<file path="src/rtl/sipo_ctrl_pkg.sv">
// sipo_ctrl_pkg: shared types and constants for the sipo_ctrl frame controller.
//   state_t   - FSM state encoding (IDLE / SHIFT / PARITY)
//   WIDTH_MIN - smallest supported frame width
//   WIDTH_MAX - largest supported frame width
package sipo_ctrl_pkg;

    typedef enum logic [1:0] {
        IDLE   = 2'b00,
        SHIFT  = 2'b01,
        PARITY = 2'b10
    } state_t;

    localparam int unsigned WIDTH_MIN = 2;
    localparam int unsigned WIDTH_MAX = 32;

endpackage : sipo_ctrl_pkg

</file>
<file path="src/rtl/sipo_shreg.sv">
// sipo_shreg: WIDTH-bit shift-right register, serial entry at the MSB.
// Ports:
//   i_clk      - clock, rising edge
//   i_rst_n    - asynchronous active-low reset (clears the register)
//   i_shift_en - shift one place toward bit 0 this edge
//   i_sin      - serial bit entering bit WIDTH-1
//   o_word     - value the register holds after the coming edge
//                (shifted word when enabled, current contents otherwise)
module sipo_shreg #(
    parameter int unsigned WIDTH = 8
) (
    input  logic             i_clk,
    input  logic             i_rst_n,
    input  logic             i_shift_en,
    input  logic             i_sin,
    output logic [WIDTH-1:0] o_word
);

    logic [WIDTH-1:0] r_q;
    logic [WIDTH-1:0] w_next;

    assign w_next = {i_sin, r_q[WIDTH-1:1]};

    // Look-ahead output lets the controller capture a completed word in the
    // same edge that shifts the last bit in.
    assign o_word = i_shift_en ? w_next : r_q;

    always_ff @(posedge i_clk or negedge i_rst_n) begin
        if (!i_rst_n) begin
            r_q <= '0;
        end else if (i_shift_en) begin
            r_q <= w_next;
        end
    end

endmodule : sipo_shreg

</file>
<file path="src/rtl/sipo_ctrl.sv">
// sipo_ctrl: frame-level controller for a bit-serial to word-parallel path.
// Gates a sipo_shreg with frame start / bit strobe, counts bits, and hands
// each completed word to a consumer through a one-word valid/ready holding
// register. Completion while the holder is full and not being drained drops
// the new word and pulses overrun.
// Build option: define SIPO_CTRL_PARITY_EN to append one even-parity bit per
// frame (PARITY state) and register parity_err alongside dout.
// Ports:
//   clk, rst_n            - clock, asynchronous active-low reset
//   start, abort          - frame start (IDLE only), synchronous frame abort
//   sin, sin_valid        - serial bit and its strobe
//   dout, dout_valid      - parallel word (first bit at dout[0]) and valid
//   dout_ready            - consumer accepts dout this cycle
//   busy                  - frame in progress
//   overrun               - one-cycle pulse when a completed word is dropped
//   parity_err            - parity result for dout (0 without parity)
module sipo_ctrl
    import sipo_ctrl_pkg::*;
#(
    parameter int unsigned WIDTH = 8
) (
    input  logic             clk,
    input  logic             rst_n,
    input  logic             start,
    input  logic             abort,
    input  logic             sin,
    input  logic             sin_valid,
    output logic [WIDTH-1:0] dout,
    output logic             dout_valid,
    input  logic             dout_ready,
    output logic             busy,
    output logic             overrun,
    output logic             parity_err
);

    localparam int unsigned     CW   = $clog2(WIDTH);
    localparam logic [CW-1:0]   LAST = CW'(WIDTH - 1);

    state_t           r_state;
    logic [CW-1:0]    r_cnt;
    logic [WIDTH-1:0] r_dout;
    logic             r_dout_valid;
    logic             r_busy;
    logic             r_overrun;

    logic             w_shift_en;
    logic             w_complete;
    logic [WIDTH-1:0] w_word;

    assign w_shift_en = (r_state == SHIFT) && sin_valid && !abort;

`ifdef SIPO_CTRL_PARITY_EN
    logic r_parity_err;
    // Word is already fully shifted in; the parity bit itself completes it.
    assign w_complete = (r_state == PARITY) && sin_valid && !abort;
    assign parity_err = r_parity_err;
`else
    assign w_complete = w_shift_en && (r_cnt == LAST);
    assign parity_err = 1'b0;
`endif

    sipo_shreg #(
        .WIDTH (WIDTH)
    ) u_shreg (
        .i_clk      (clk),
        .i_rst_n    (rst_n),
        .i_shift_en (w_shift_en),
        .i_sin      (sin),
        .o_word     (w_word)
    );

    always_ff @(posedge clk or negedge rst_n) begin
        if (!rst_n) begin
            r_state      <= IDLE;
            r_cnt        <= '0;
            r_dout       <= '0;
            r_dout_valid <= 1'b0;
            r_busy       <= 1'b0;
            r_overrun    <= 1'b0;
`ifdef SIPO_CTRL_PARITY_EN
            r_parity_err <= 1'b0;
`endif
        end else begin
            r_overrun <= 1'b0;

            // Output holder: a completion may reuse the slot being drained
            // this same edge; otherwise it is dropped while the slot is full.
            if (w_complete) begin
                if (!r_dout_valid || dout_ready) begin
                    r_dout       <= w_word;
                    r_dout_valid <= 1'b1;
`ifdef SIPO_CTRL_PARITY_EN
                    r_parity_err <= (^w_word) ^ sin;
`endif
                end else begin
                    r_overrun <= 1'b1;
                end
            end else if (r_dout_valid && dout_ready) begin
                r_dout_valid <= 1'b0;
            end

            case (r_state)
                IDLE: begin
                    if (start && !abort) begin
                        r_state <= SHIFT;
                        r_cnt   <= '0;
                        r_busy  <= 1'b1;
                    end
                end
                SHIFT: begin
                    if (abort) begin
                        r_state <= IDLE;
                        r_busy  <= 1'b0;
                    end else if (sin_valid) begin
                        if (r_cnt == LAST) begin
`ifdef SIPO_CTRL_PARITY_EN
                            r_state <= PARITY;
`else
                            r_state <= IDLE;
                            r_busy  <= 1'b0;
`endif
                        end else begin
                            r_cnt <= r_cnt + CW'(1);
                        end
                    end
                end
`ifdef SIPO_CTRL_PARITY_EN
                PARITY: begin
                    if (abort || sin_valid) begin
                        r_state <= IDLE;
                        r_busy  <= 1'b0;
                    end
                end
`endif
                default: begin
                    r_state <= IDLE;
                    r_busy  <= 1'b0;
                end
            endcase
        end
    end

    assign dout       = r_dout;
    assign dout_valid = r_dout_valid;
    assign busy       = r_busy;
    assign overrun    = r_overrun;

endmodule : sipo_ctrl

</file>
<file path="config.mk">
export PLATFORM = sky130hd
export DESIGN_NAME = sipo_ctrl
export DESIGN_NICKNAME = d
export VERILOG_FILES = /design/src/rtl/sipo_ctrl_pkg.sv /design/src/rtl/sipo_shreg.sv /design/src/rtl/sipo_ctrl.sv
export SDC_FILE = /design/constraint.sdc
export NUM_CORES = 1
export LEC_CHECK = 0
export ABC_AREA = 1
export BUFFER_PORTS_ARGS = -buffer_cell sky130_fd_sc_hd__buf_2
export CORE_UTILIZATION = 52
export CTS_CLUSTER_SIZE = 8
export DETAILED_ROUTE_END_ITERATION = 12
export PLACE_DENSITY = 0.8
export RECOVER_POWER = 100
export SYNTH_ARGS = -nofsm -noshare
export SYNTH_HDL_FRONTEND = slang
export SYNTH_SLANG_ARGS = --single-unit
</file>
<file path="constraint.sdc">
create_clock -name clk -period 1.5 [get_ports clk]
set_input_delay 0.15 -clock clk [delete_from_list [all_inputs] [get_ports clk]]
set_output_delay 0.15 -clock clk [all_outputs]
set_load 0.05 [all_outputs]
</file>
After elaboration in Yosys (flattened, before gate mapping)
Cells that the tools add are included.
- add/sub/neg operators: 1
- eq/ne operators: 9
- multiplexer cells: 21
- reduce and logical (&&, ||, !) cells: 15
- operators by type and width (cell ; number):
    $mux W3 ; 4
    $mux W1 ; 9
    $mux W2 ; 4
    $mux W8 ; 1
    $ne A2 B2 Y1 const B ; 4
    $pmux W3 S2 ; 1
    $logic_and A1 B1 Y1 ; 5
    $reduce_and A5 Y1 ; 1
    $pmux W2 S2 ; 1
    $reduce_and A2 Y1 ; 2
    $reduce_bool A2 Y1 ; 2
    $add A3 B1 Y3 const B ; 1
    $eq A3 B3 Y1 const B ; 1
    $ne A3 B2 Y1 const B ; 1
    $ne A3 B3 Y1 const B ; 1
    $reduce_and A3 Y1 ; 1
    $eq A2 B1 Y1 const B ; 1
    $logic_not A1 Y1 ; 2
    $logic_not A2 Y1 ; 1
    $ne A2 B1 Y1 const B ; 1
    $pmux W1 S2 ; 1
    $logic_or A1 B1 Y1 ; 1
- bits in registers: 24
- input bits: 7
- output and inout bits: 12
- word-level logic and storage cells: 53

Logic depth before layout (Yosys ltp)
Gate-level depths: netlist of the first run.
- depth after elaboration: 6
- depth in mapped cells: 8
- mapped depth without buffers: 8

Cells and area by module
Synthesis of the first run repeated with hierarchy kept, for this count alone.
- cell total of the unflattened synthesis: 112
- area, all modules: 953.4 µm²
- modules (own cells, without submodules) (module ; times used ; cells an instance ; area an instance (µm²) ; seq. area each (µm²)):
    sipo_ctrl ; 1 ; 78 ; 648.1 ; 350.3
    sipo_shreg ; 1 ; 34 ; 305.3 ; 200.2

Least setup slack after synthesis of the first run
Ideal clock, no wire load.
- path type: reg-to-reg
- from: register r_state[0]
- to: register r_dout[0] (netlist: dout[0])
- setup time: 0.118 ns
- arrival time: 1.197 ns
- required time: 1.382 ns
- path slack: 0.186 ns
- cell stages (with the launch flop): 6
- path buffers: 0
- clock period less this slack: 1.314 ns
- path through: dfrtp_1 -> nand3_1 -> nand2_1 -> nand2_1 -> nand2_1 -> nand2_1
- elaborated cells on any way between the ends: 6
- classes of those cells: eq/ne (1); mux (1); reduce/logical (4)
- RTL lines (item ; line ; source):
    start: declaration ; sipo_ctrl.sv:39 ; state_t r_state;
    start signal: assignment ; sipo_ctrl.sv:74 ; r_state <= IDLE;
    start signal: assignment ; sipo_ctrl.sv:105 ; r_state <= SHIFT;
    start signal: assignment ; sipo_ctrl.sv:112 ; r_state <= IDLE;
    $eq A2 B1 Y1 ; sipo_ctrl.sv:50 ; assign w_shift_en = (r_state == SHIFT) && sin_valid && !abort;
    $logic_and A1 B1 Y1 (2 in series) ; sipo_ctrl.sv:50 ;
    $mux W8 ; -- ;
    via u_shreg.o_word[0] ; sipo_shreg.sv:16 ; output logic [WIDTH-1:0] o_word
    end signal: assignment ; sipo_ctrl.sv:90 ; r_dout <= w_word;
    end: declaration ; sipo_ctrl.sv:41 ; logic [WIDTH-1:0] r_dout;
The timed path passes the listed nets, and every way through them passes these cells.
A chain may end at the register's enable or synchronous reset.

==> results of run 1 <==
-- state kept, by name (all words and copies together), names as in the netlist --
name / count
dout: 8
u_shreg.r_q: 8
r_cnt: 3
dout_valid: 1
overrun: 1
r_state: 1
-- power groups by stage --
stage / clock network [mW] / registers, mW / logic, mW
finish: 0.451 / 0.695 / 0.164
global route: 0.477 / 0.701 / 0.186
CTS: 0.458 / 0.693 / 0.163
detailed placement: 0 / 0.705 / 0.160
global placement: 0 / 0.700 / 0.150
floorplan: 0 / 0.706 / 0.102
-- cells in the mapped netlist --
| master | n | share of area [%] |
|---|---|---|
| buf_4 | 2 | 1.6 |
| inv_1 | 7 | 2.8 |
| conb_1 | 1 | 0.40 |
| ha_1 | 2 | 2.6 |
| nor2_1 | 2 | 0.79 |
| nand4_1 | 8 | 5.3 |
| nand3_1 | 2 | 1.1 |
| buf_2 | 2 | 1.1 |
| dfrtp_1 | 22 | 58 |
| o22ai_1 | 1 | 0.66 |
| nor3_2 | 1 | 1.1 |
| nor2_4 | 1 | 1.2 |
| o21ai_0 | 1 | 0.53 |
| nand2_1 | 57 | 23 |
-- area by class of cell --
cell class                 instances  area, um^2
clock inverter                     1        30.0
multi-input combinational         76         353
tap                               25        31.3
inverter                           7        26.3
sequential                        22         551
timing repair buffer              20        97.6
clock buffer                       3        22.5
fill                             150         597
-- cells in the final DEF, fill, tap and decap left out, types with 2 or more instances in the layout --
master / synthesis / layout
clkbuf_2: 0 / 2
clkbuf_4: 0 / 3
nand2_1: 57 / 56
buf_2: 2 / 5
clkbuf_1: 0 / 10
inv_1: 7 / 6
dfrtp_1: 22 / 22
nand4_1: 8 / 8
buf_4: 2 / 2
nor2_1: 2 / 2
-- critical path, stage by stage (launching register included) --
cell      delay, ns
dfrtp_1        0.45
buf_4          0.20
clkbuf_2       0.29
-- per-layer routing --
metal | routed length, um | global-route usage, % | vias up
met4 | 24 | 10.3 | 0
met3 | 68 | 2.45 | 4
met5 | 0 | 0 | -
li1 | - | - | 380
met1 | 803 | 27.7 | 368
met2 | 917 | 35.6 | 22
-- through the flow --
| stage | power [mW] | hold WS, ns | cells | area (um^2) | utilization [%] |
|---|---|---|---|---|---|
| 2_1_floorplan | 0.809 | -0.146 | 109 | 945 | - |
| 3_3_place_gp | 0.851 | 0.130 | 149 | 1050 | 61.5 |
| 3_5_place_dp | 0.866 | 0.131 | 149 | 1050 | 61.5 |
| 4_1_cts | 1.31 | 0.110 | 154 | 1110 | 65.2 |
| 5_1_grt | 1.36 | 0.128 | 154 | 1110 | 65.1 |
| 6_report | 1.31 | 0.123 | 154 | 1110 | 65.1 |
-- path summary, 6_finish.rpt --
path                                           from                       end  cells past startpoint
max reg2reg                    r_cnt[0]$_DFFE_PN0P_       dout[7]$_DFFE_PN0P_                      8
min reg2reg                u_shreg.r_q[0]$_DFF_PN0_  u_shreg.r_q[0]$_DFF_PN0_                      2
min in group asynchronous                     rst_n       dout[0]$_DFFE_PN0P_                      2
max in group asynchronous                     rst_n  u_shreg.r_q[7]$_DFF_PN0_                      2
max                          r_state[0]$_DFFE_PN0P_                      busy                      2
min                                             sin  u_shreg.r_q[7]$_DFF_PN0_                      3
-- cell families (layout without fill, tap and decap cells) --
group	count (synthesis)	after routing	synth area share, %
and+or+nand+nor	71	71	32.1
DFF	22	22	58.3
buffers and inverters	11	31	5.43
adders and majority gates	2	2	2.65
AOI/OAI and AO/OA	2	2	1.19
other	1	1	0.397
-- repair_timing --
| action | 4_1_cts | 5_1_grt |
|---|---|---|
| endpoints found under the hold margin | 22 | 0 |
| setup endpoints to repair | 0 | 8 |
| resized for setup | 0 | 4 |
| hold buffers | 1 | 0 |
==> results.py, run 1 <==
metrics = {
    "logic_synthesis": {
        "synth_area_um2": 945,
        "synthesis.yosys.warnings": 0,
        "synthDistinctLibCells": 14,
        "seq_area_frac_synth_pct": 58.3,
        "synth-seq-cells": 22,
        "synth_fp_nets": 118,
        "syn_avg_cell_area_um2": 8.67,
        "netlist_instances": 109,
    },
    "setup_path": {
        "worstSetupEndpointType": "output port",
        "arrival_ns": 1.24,
        "regToRegSetupSlack_ns": 0.11,
        "cp_data_required_time_ns": 1.35,
        "setup.worst_path.class": "reg -> out",
        "cp-start-kind": "flop",
        "critical_path_peak_fanout": 9,
    },
    "placement": {
        "pre_cts_ws_ns": 0.0721,
        "place.detailed.hpwl_mm": 1.33,
        "place.gp.congestion": 0.733,
        "portBuffers": 17,
    },
    "clocking": {
        "clk_root_buffer_cell": "clkbuf_4",
        "path_clk_slew_ns": 0.12,
        "worstSkewPairLatency_ns": 0.31,
        "htree_num_levels": 1,
        "cts_buffers": 3,
        "tritoncts": "built",
        "number_of_sinks_handled_by_clock_tree_synthesis": 22,
        "cts.path.max_buffers": 2,
        "cts.repair_timing.setup_buffer_count": 0,
    },
    "pwr": {
        "cell_internal_pwr_mw": 0.977,
        "max-vdd-ir-drop_mv": 0.639,
        "leakage_nw": 0.633,
        "combPwrFrac_pct": 12.5,
        "power_switching_share_pct": 25.4,
        "cellPowerDensity_nw_per_um2": 1180,
        "power.share.clock_pct": 34.5,
        "power_frac_seq_pct": 53.0,
        "power.switching_mw": 0.333,
    },
    "die": {
        "fp.dieW_um": 44.6,
        "die_footprint_um2": 1990,
        "fp-row-count": 15,
        "ioPinCount": 19,
        "core_area_um2": 1710,
        "chipHeight_um": 44.6,
        "floorplan.initialDensity_pct": 55.3,
    },
    "hold_path": {
        "worst_min_path_class": "in -> reg",
    },
    "routing": {
        "routed-via-count": 774,
        "route.final.wire_length_mm": 1.81,
        "avgViaCountPerCell": 5.03,
        "drt_antenna_net_count": 0,
        "initialDrtViolationCount": 25,
        "pre_repair_dr_iteration_count": 4,
        "drcViolationCount": 0,
        "avg_wl_per_cell_um": 11.8,
    },
    "timing": {
        "period_minus_slack_ns": 1.39,
        "final_setup_tns_ns": 0,
        "timing.final.crit_share_pct": 92.9,
        "grt_setup_unrepaired": "false",
        "setup_ws_ns": 0.106,
        "timing.final.max_slew_violations": 0,
        "total_count_of_hold_check_failures_in_the_final_report": 0,
        "max_freq_ghz": 0.717,
        "slew_headroom_pct": 60.1,
        "setup_clock_skew_after_layout_ns": 0.00726,
        "timing_worst_slew_pin_value_ns": 0.600,
        "report.final.setup_viol": 0,
    },
    "grt": {
        "grt_pass1_vias": 713,
        "track_usage_pct": 21.3,
        "maximum_number_of_pins_on_one_net_before_global_route_repair": 23,
        "grt_remaining_overflow": 0,
        "number_of_antenna_violations_at_the_first_check_in_global_routing": 0,
        "grt_pass1_wl_mm": 3.00,
    },
    "cells_and_area": {
        "area_growth_syn_to_layout_pct": 17.6,
        "final_net_count": 139,
        "antenna-diode-count": 0,
        "ratio_of_cells_with_drive_above_1_in_the_final_layout_pct": 14.7,
    },
    "status": {
        "outcome": "completed",
    },
    "flow_run": {
        "max_cap_viol_count": 0,
    },
}
Note: power is estimated with default switching activity, not from simulation.
==> inputs of run 2 (changes only) <==
--- a/config.mk
+++ b/config.mk
@@ -5,12 +5,12 @@
 export SDC_FILE = /design/constraint.sdc
 export NUM_CORES = 1
 export LEC_CHECK = 0
-export ABC_AREA = 1
 export BUFFER_PORTS_ARGS = -buffer_cell sky130_fd_sc_hd__buf_2
-export CORE_UTILIZATION = 52
+export CORE_MARGIN = 2
+export CORE_UTILIZATION = 50
 export CTS_CLUSTER_SIZE = 8
 export DETAILED_ROUTE_END_ITERATION = 12
-export PLACE_DENSITY = 0.8
+export PLACE_DENSITY = 0.79
 export RECOVER_POWER = 100
 export SYNTH_ARGS = -nofsm -noshare
 export SYNTH_HDL_FRONTEND = slang
==> run 2 against run 1 <==
Net effect:
- synthesized cell count is 36% lower
- cell count decreased by 27%
- setup slack worse by 0.076 ns
- clock skew shrank 0.0022 ns
- sequential power fell by 4.5%
- non-clock buffer count is 4 higher
- global-route usage down 3.6 points
- die area is 3.3% higher
- worst hold slack got worse by 0.075 ns
- area after synthesis fell by 9.5%
==> results.py, run 2 <==
metrics = {
    "grt": {
        "number_of_antenna_violations_at_the_first_check_in_global_routing": 0,
        "grt_pass1_vias": 599,
        "grt_pass1_wl_mm": 2.57,
        "maximum_number_of_pins_on_one_net_before_global_route_repair": 22,
        "track_usage_pct": 17.8,
        "grt_remaining_overflow": 0,
    },
    "logic_synthesis": {
        "area_fraction_in_and_or_nand_and_nor_cells_after_synthesis_pct": 18.4,
        "synthDistinctLibCells": 15,
        "synth_edf_count": 0,
        "yosys.area.top_type": "dfrtp_1",
        "synthesis.yosys.warnings": 0,
        "yosys-top-cells-count": "23 x nand2_1, 21 x dfrtp_1, 9 x mux2_2",
        "asyncSetResetFlopFracSynth_pct": 100,
        "seq_area_frac_synth_pct": 61.5,
        "ys.flop_type": "dfrtp_1",
        "synth_compound_area_share_pct": 3.07,
        "area_share_of_fa_ha_maj_cells_after_synthesis_pct": 2.93,
        "post_synth_xor_area_fraction_pct": 0,
        "synth.most_common_cell": "nand2_1",
        "synth_top_family_by_area": "simple AND/OR/NAND/NOR gates",
        "syn_avg_cell_area_um2": 12.2,
        "netlist.area_leader.share_pct": 61.5,
        "synth_area_um2": 855,
        "synth_fp_nets": 79,
        "netlist_instances": 70,
        "synth.area.mux_share_pct": 11.9,
        "synth-seq-cells": 21,
        "yosys-top-cells-area": "dfrtp_1 61%, mux2_2 12%, nand2_1 10%",
    },
    "timing": {
        "timing.final.crit_share_pct": 98.0,
        "timing.final.max_slew_violations": 0,
        "grt_setup_unrepaired": "true",
        "max_freq_ghz": 0.680,
        "timing_worst_slew_pin_value_ns": 1.10,
        "total_count_of_hold_check_failures_in_the_final_report": 0,
        "setup_clock_skew_after_layout_ns": 0.00506,
        "report.final.setup_viol": 0,
        "slew_headroom_pct": 26.8,
        "period_minus_slack_ns": 1.47,
    },
    "clocking": {
        "htree_num_levels": 1,
        "clk_root_buffer_cell": "clkbuf_4",
        "worstSkewPairLatency_ns": 0.29,
        "tritoncts": "built",
        "cts.path.max_buffers": 2,
        "path_clk_slew_ns": 0.11,
        "cts_buffers": 3,
        "number_of_sinks_handled_by_clock_tree_synthesis": 21,
    },
    "cells_and_area": {
        "register_area_um2": 527,
        "antenna-diode-count": 0,
        "final_net_count": 106,
        "layout_common_cells": "23 x nand2_1, 20 x dfrtp_1, 13 x clkbuf_1, 9 x mux2_4",
        "area_growth_syn_to_layout_pct": 24.2,
        "ratio_of_cells_with_drive_above_1_in_the_final_layout_pct": 30.2,
        "largest_register_ff_count": 8,
        "final.fill_count": 135,
        "layoutNonFillerInstCount": 112,
        "mostFrequentLayoutCell": "nand2_1",
        "multi_input_area_um2": 365,
    },
    "setup_path": {
        "critPathLaunch": "r_cnt[0]$_DFFE_PN0P_",
        "cp_data_required_time_ns": 1.69,
        "cp-start-kind": "flop",
        "arrival_ns": 1.66,
        "setup.worst_path.class": "reg -> reg",
        "critical_path_peak_fanout": 3,
        "worstReg2RegStart": "r_cnt[0]$_DFFE_PN0P_",
        "worstSetupEndpointType": "flop",
    },
    "routing": {
        "route.final.wire_length_mm": 1.48,
        "pre_repair_dr_iteration_count": 4,
        "avg_wl_per_cell_um": 13.3,
        "avgViaCountPerCell": 5.51,
        "drt_antenna_net_count": 0,
        "drcViolationCount": 0,
        "initialDrtViolationCount": 10,
        "routed-via-count": 617,
    },
    "pwr": {
        "leakage_nw": 0.564,
        "fin_total_pwr_mw": 1.05,
        "cellPowerDensity_nw_per_um2": 989,
        "max-vdd-ir-drop_mv": 0.638,
    },
    "die": {
        "ioPinCount": 19,
        "chipHeight_um": 45.3,
        "fp.dieW_um": 45.3,
        "fp-row-count": 14,
        "core_area_um2": 1560,
        "die_footprint_um2": 2060,
        "floorplan.initialDensity_pct": 54.8,
    },
    "status": {
        "outcome": "completed",
    },
    "flow_run": {
        "max_cap_viol_count": 0,
    },
    "hold_path": {
        "worst_min_path_class": "in -> reg",
        "min_from": "abort",
    },
    "placement": {
        "place.gp.congestion": 0.703,
        "placed_insts": 103,
        "place.detailed.hpwl_um": 983,
        "portBuffers": 17,
    },
}
## run 2: power by group
group	internal [mW]	switching, mW
combinational	0.0594	0.0725
sequential	0.618	0.0454
clock	0.103	0.151
total	0.781	0.269
## run 2: area by class of cell
class / count / area share (%)
timing repair buffer: 24 / 11.6
sequential: 21 / 49.6
tap: 16 / 1.89
clock buffer: 4 / 2.48
multi-input combinational: 47 / 34.4
## run 2: through the flow
stage                     setup TNS [ns]  instance area, um^2  setup slack [ns]  hold WS [ns]  util (%)
after global placement                 0                  976            0.0365         0.120      62.6
final                                  0                 1060            0.0302        0.0484      68.1
after detailed placement               0                  976           0.00511         0.119      62.6
after global routing             -0.0440                 1060           -0.0296        0.0476      68.1
after CTS                              0                 1040           0.00972        0.0498      66.5
after floorplan                        0                  871            0.0230        -0.146         -
## run 2: kinds of logic after synthesis
group / count (synthesis)
DFF: 21
muxes: 9
AOI/OAI and AO/OA: 3
other: 1
and+or+nand+nor: 32
buffers and inverters: 2
adders and majority gates: 2
## run 2: worst max-delay path, cell delays in order, from the launching register on
cell      delay, ns
dfrtp_1        0.40
ha_2           0.20
ha_4           0.16
and4bb_2       0.30
nor2_2         0.06
mux2_4         0.25
## run 2: path summary, 6_finish.rpt
| kind | cells after the start | end | slack [ns] |
|---|---|---|---|
| max in group asynchronous | 2 | r_state[0]$_DFFE_PN0P_ | 0.20 |
| min in group asynchronous | 2 | dout_valid$_DFFE_PN0P_ | 0.58 |
| setup reg to reg | 5 | r_cnt[0]$_DFFE_PN0P_ | 0.03 |
| hold / removal | 2 | r_state[0]$_DFFE_PN0P_ | 0.05 |
| hold reg to reg | 2 | u_shreg.r_q[1]$_DFF_PN0_ | 0.50 |
| setup / recovery | 5 | r_cnt[0]$_DFFE_PN0P_ | 0.03 |
## run 2: timing repair
item | 4_1_cts | 5_1_grt
endpoints found under the hold margin | 21 | 0
gates resized for setup | 1 | 9
hold buffers | 1 | 0
pin swaps | 2 | 2
endpoints found under the setup margin | 1 | 9
setup buffers | 3 | 1
## run 2: metal layers
| metal | track usage [%] | vias up | wire [um] |
|---|---|---|---|
| met5 | 0 | - | 0 |
| li1 | - | 287 | - |
| met1 | 21.1 | 306 | 691 |
| met2 | 31.1 | 20 | 713 |
| met3 | 3.60 | 4 | 57 |
| met4 | 7.06 | 0 | 21 |
==> inputs of run 3 (changes only) <==
--- a/config.mk
+++ b/config.mk
@@ -7,10 +7,10 @@
 export LEC_CHECK = 0
 export BUFFER_PORTS_ARGS = -buffer_cell sky130_fd_sc_hd__buf_2
 export CORE_MARGIN = 2
-export CORE_UTILIZATION = 50
+export CORE_UTILIZATION = 54
 export CTS_CLUSTER_SIZE = 8
 export DETAILED_ROUTE_END_ITERATION = 12
-export PLACE_DENSITY = 0.79
+export PLACE_DENSITY = 0.84
 export RECOVER_POWER = 100
 export SYNTH_ARGS = -nofsm -noshare
 export SYNTH_HDL_FRONTEND = slang
==> constraint.sdc (replaced) <==
create_clock -name clk -period 1.7 [get_ports clk]
set_input_delay 0.17 -clock clk [delete_from_list [all_inputs] [get_ports clk]]
set_output_delay 0.17 -clock clk [all_outputs]
set_load 0.05 [all_outputs]
==> run 3 against run 2 <==
Net effect:
- die area decreased by 6.8%
- clock power shrank 8.7%
- sequential share of layout area increased by 4.3 points
- cell count shrank 3.6%
- critical endpoint unchanged
- largest power group unchanged
- highest routed layer unchanged
==> results.py, run 3 (same netlist as run 2, synthesis figures left out) <==
metrics = {
    "status": {
        "outcome": "completed",
    },
    "pwr": {
        "max-vdd-ir-drop_mv": 0.494,
        "cellPowerDensity_nw_per_um2": 930,
        "power.share.clock_pct": 25.6,
        "power_switching_share_pct": 25.6,
        "power.switching_mw": 0.232,
        "leakage_nw": 0.514,
        "combPwrFrac_pct": 10.2,
        "power_frac_seq_pct": 64.2,
        "fin_total_pwr_mw": 0.906,
        "cell_internal_pwr_mw": 0.674,
    },
    "routing": {
        "drcViolationCount": 0,
        "route.final.wire_length_mm": 1.37,
        "avgViaCountPerCell": 5.24,
        "drt_antenna_net_count": 0,
        "pre_repair_dr_iteration_count": 4,
        "avg_wl_per_cell_um": 12.7,
        "initialDrtViolationCount": 7,
        "routed-via-count": 566,
    },
    "timing": {
        "final_setup_tns_ns": 0,
        "timing_worst_slew_pin_value_ns": 1.06,
        "timing.final.crit_share_pct": 93.5,
        "max_freq_ghz": 0.629,
        "timing.final.max_slew_violations": 0,
        "grt_setup_unrepaired": "false",
        "slew_headroom_pct": 29.4,
        "period_minus_slack_ns": 1.59,
        "report.final.setup_viol": 0,
        "setup_clock_skew_after_layout_ns": 0.00268,
        "total_count_of_hold_check_failures_in_the_final_report": 0,
    },
    "clocking": {
        "cts.repair_timing.setup_buffer_count": 0,
        "path_clk_slew_ns": 0.11,
        "htree_num_levels": 1,
        "number_of_sinks_handled_by_clock_tree_synthesis": 21,
        "tritoncts": "built",
        "worstSkewPairLatency_ns": 0.30,
        "cts_resized": 0,
        "cts.path.max_buffers": 2,
        "cts_buffers": 3,
        "clk_root_buffer_cell": "clkbuf_4",
    },
    "setup_path": {
        "cp_data_required_time_ns": 1.90,
        "arrival_ns": 1.78,
        "reg2reg_capture_point": "r_cnt[0]$_DFFE_PN0P_",
        "worstReg2RegStart": "r_cnt[0]$_DFFE_PN0P_",
        "worstSetupEndpointType": "flop",
        "critical_path_peak_fanout": 4,
        "setup.worst_path.class": "reg -> reg",
        "ff2ff_path_depth": 5,
        "cp-start-kind": "flop",
        "regToRegSetupSlack_ns": 0.11,
    },
    "cells_and_area": {
        "largest_register_ff_count": 8,
        "final_net_count": 102,
        "ratio_of_cells_with_drive_above_1_in_the_final_layout_pct": 19.6,
        "mostFrequentLayoutCell": "nand2_1",
        "layout_common_cells": "23 x nand2_1, 21 x dfrtp_1, 15 x clkbuf_1, 9 x mux2_2, 5 x buf_2",
        "antenna-diode-count": 0,
        "area_growth_syn_to_layout_pct": 13.9,
    },
    "placement": {
        "portBuffers": 17,
        "place.detailed.hpwl_mm": 1.01,
        "place.gp.congestion": 0.741,
    },
    "grt": {
        "grt_pass1_vias": 529,
        "grt_pass1_wl_mm": 2.19,
        "number_of_antenna_violations_at_the_first_check_in_global_routing": 0,
        "track_usage_pct": 16.1,
        "grt_remaining_overflow": 0,
        "maximum_number_of_pins_on_one_net_before_global_route_repair": 22,
    },
    "die": {
        "floorplan.initialDensity_pct": 57.4,
        "fp-row-count": 14,
        "core_area_um2": 1490,
        "fp.dieW_um": 43.8,
        "chipHeight_um": 43.8,
        "die_footprint_um2": 1920,
        "ioPinCount": 19,
    },
    "hold_path": {
        "min_to": "r_state[0]$_DFFE_PN0P_",
        "worst_min_path_class": "in -> reg",
        "timing.hold.worst_path_depth": 2,
        "min_from": "abort",
    },
    "flow_run": {
        "max_cap_viol_count": 0,
    },
}
## run 3: changes by cell type in the layout (fill, tap and decap cells not counted), sizes merged
cell,before,now
buf,10,5
clkbuf,17,18
## run 3: how the worst max path moves through the flow
stage                           start                   end  slack, ns  cells past startpoint
2_1_floorplan  r_state[0]$_DFFE_PN0P_   dout[0]$_DFFE_PN0P_       0.13                      4
3_3_place_gp     r_cnt[0]$_DFFE_PN0P_  r_cnt[0]$_DFFE_PN0P_       0.20                      5
3_5_place_dp     r_cnt[0]$_DFFE_PN0P_  r_cnt[0]$_DFFE_PN0P_       0.13                      5
4_1_cts          r_cnt[0]$_DFFE_PN0P_  r_cnt[0]$_DFFE_PN0P_       0.12                      5
5_1_grt          r_cnt[0]$_DFFE_PN0P_  r_cnt[0]$_DFFE_PN0P_       0.04                      5
6_report         r_cnt[0]$_DFFE_PN0P_  r_cnt[0]$_DFFE_PN0P_       0.11                      5
## run 3: through the flow
stage                     util, %  instances  worst slack (ns)  hold WS (ns)  area [um^2]
after floorplan                 -         70             0.127        -0.126          855
after global placement       64.5        103             0.196         0.138          960
after detailed placement     64.5        103             0.134         0.138          960
after CTS                    66.9        108             0.120        0.0577          996
after global routing         65.4        108            0.0369        0.0681          973
final                        65.4        108             0.111        0.0613          973
## run 3: routing by layer
metal	share of wire [%]	GRT usage, %
met1	43	18.9
met2	51	27.6
met3	3.5	2.50
met4	2.1	9.09
met5	0	0
## run 3: power by group through the flow
| stage | clock [mW] | combinational (mW) | sequential [mW] |
|---|---|---|---|
| global placement | 0 | 0.0875 | 0.587 |
| floorplan | 0 | 0.0588 | 0.587 |
| CTS | 0.241 | 0.0972 | 0.580 |
| finish | 0.232 | 0.0925 | 0.581 |
| global route | 0.258 | 0.106 | 0.588 |
| detailed placement | 0 | 0.0938 | 0.591 |
## run 3: final cells by class
class	count	area [um^2]
Sequential cell	21	526
Fill cell	121	515
Clock buffer	4	26.3
Timing Repair Buffer	20	87.6
Tap cell	16	20.0
Multi-Input combinational cell	47	314
## run 3: critical path, cell delays in order (launching register included)
cell,delay (ns)
dfrtp_1,0.40
ha_1,0.20
ha_1,0.18
and4bb_1,0.34
nor2_1,0.09
mux2_2,0.27
## run 3: timing repair
action	4_1_cts	5_1_grt
hold buffers	1	0
endpoints found under the hold margin	21	0
endpoints found under the setup margin	0	0
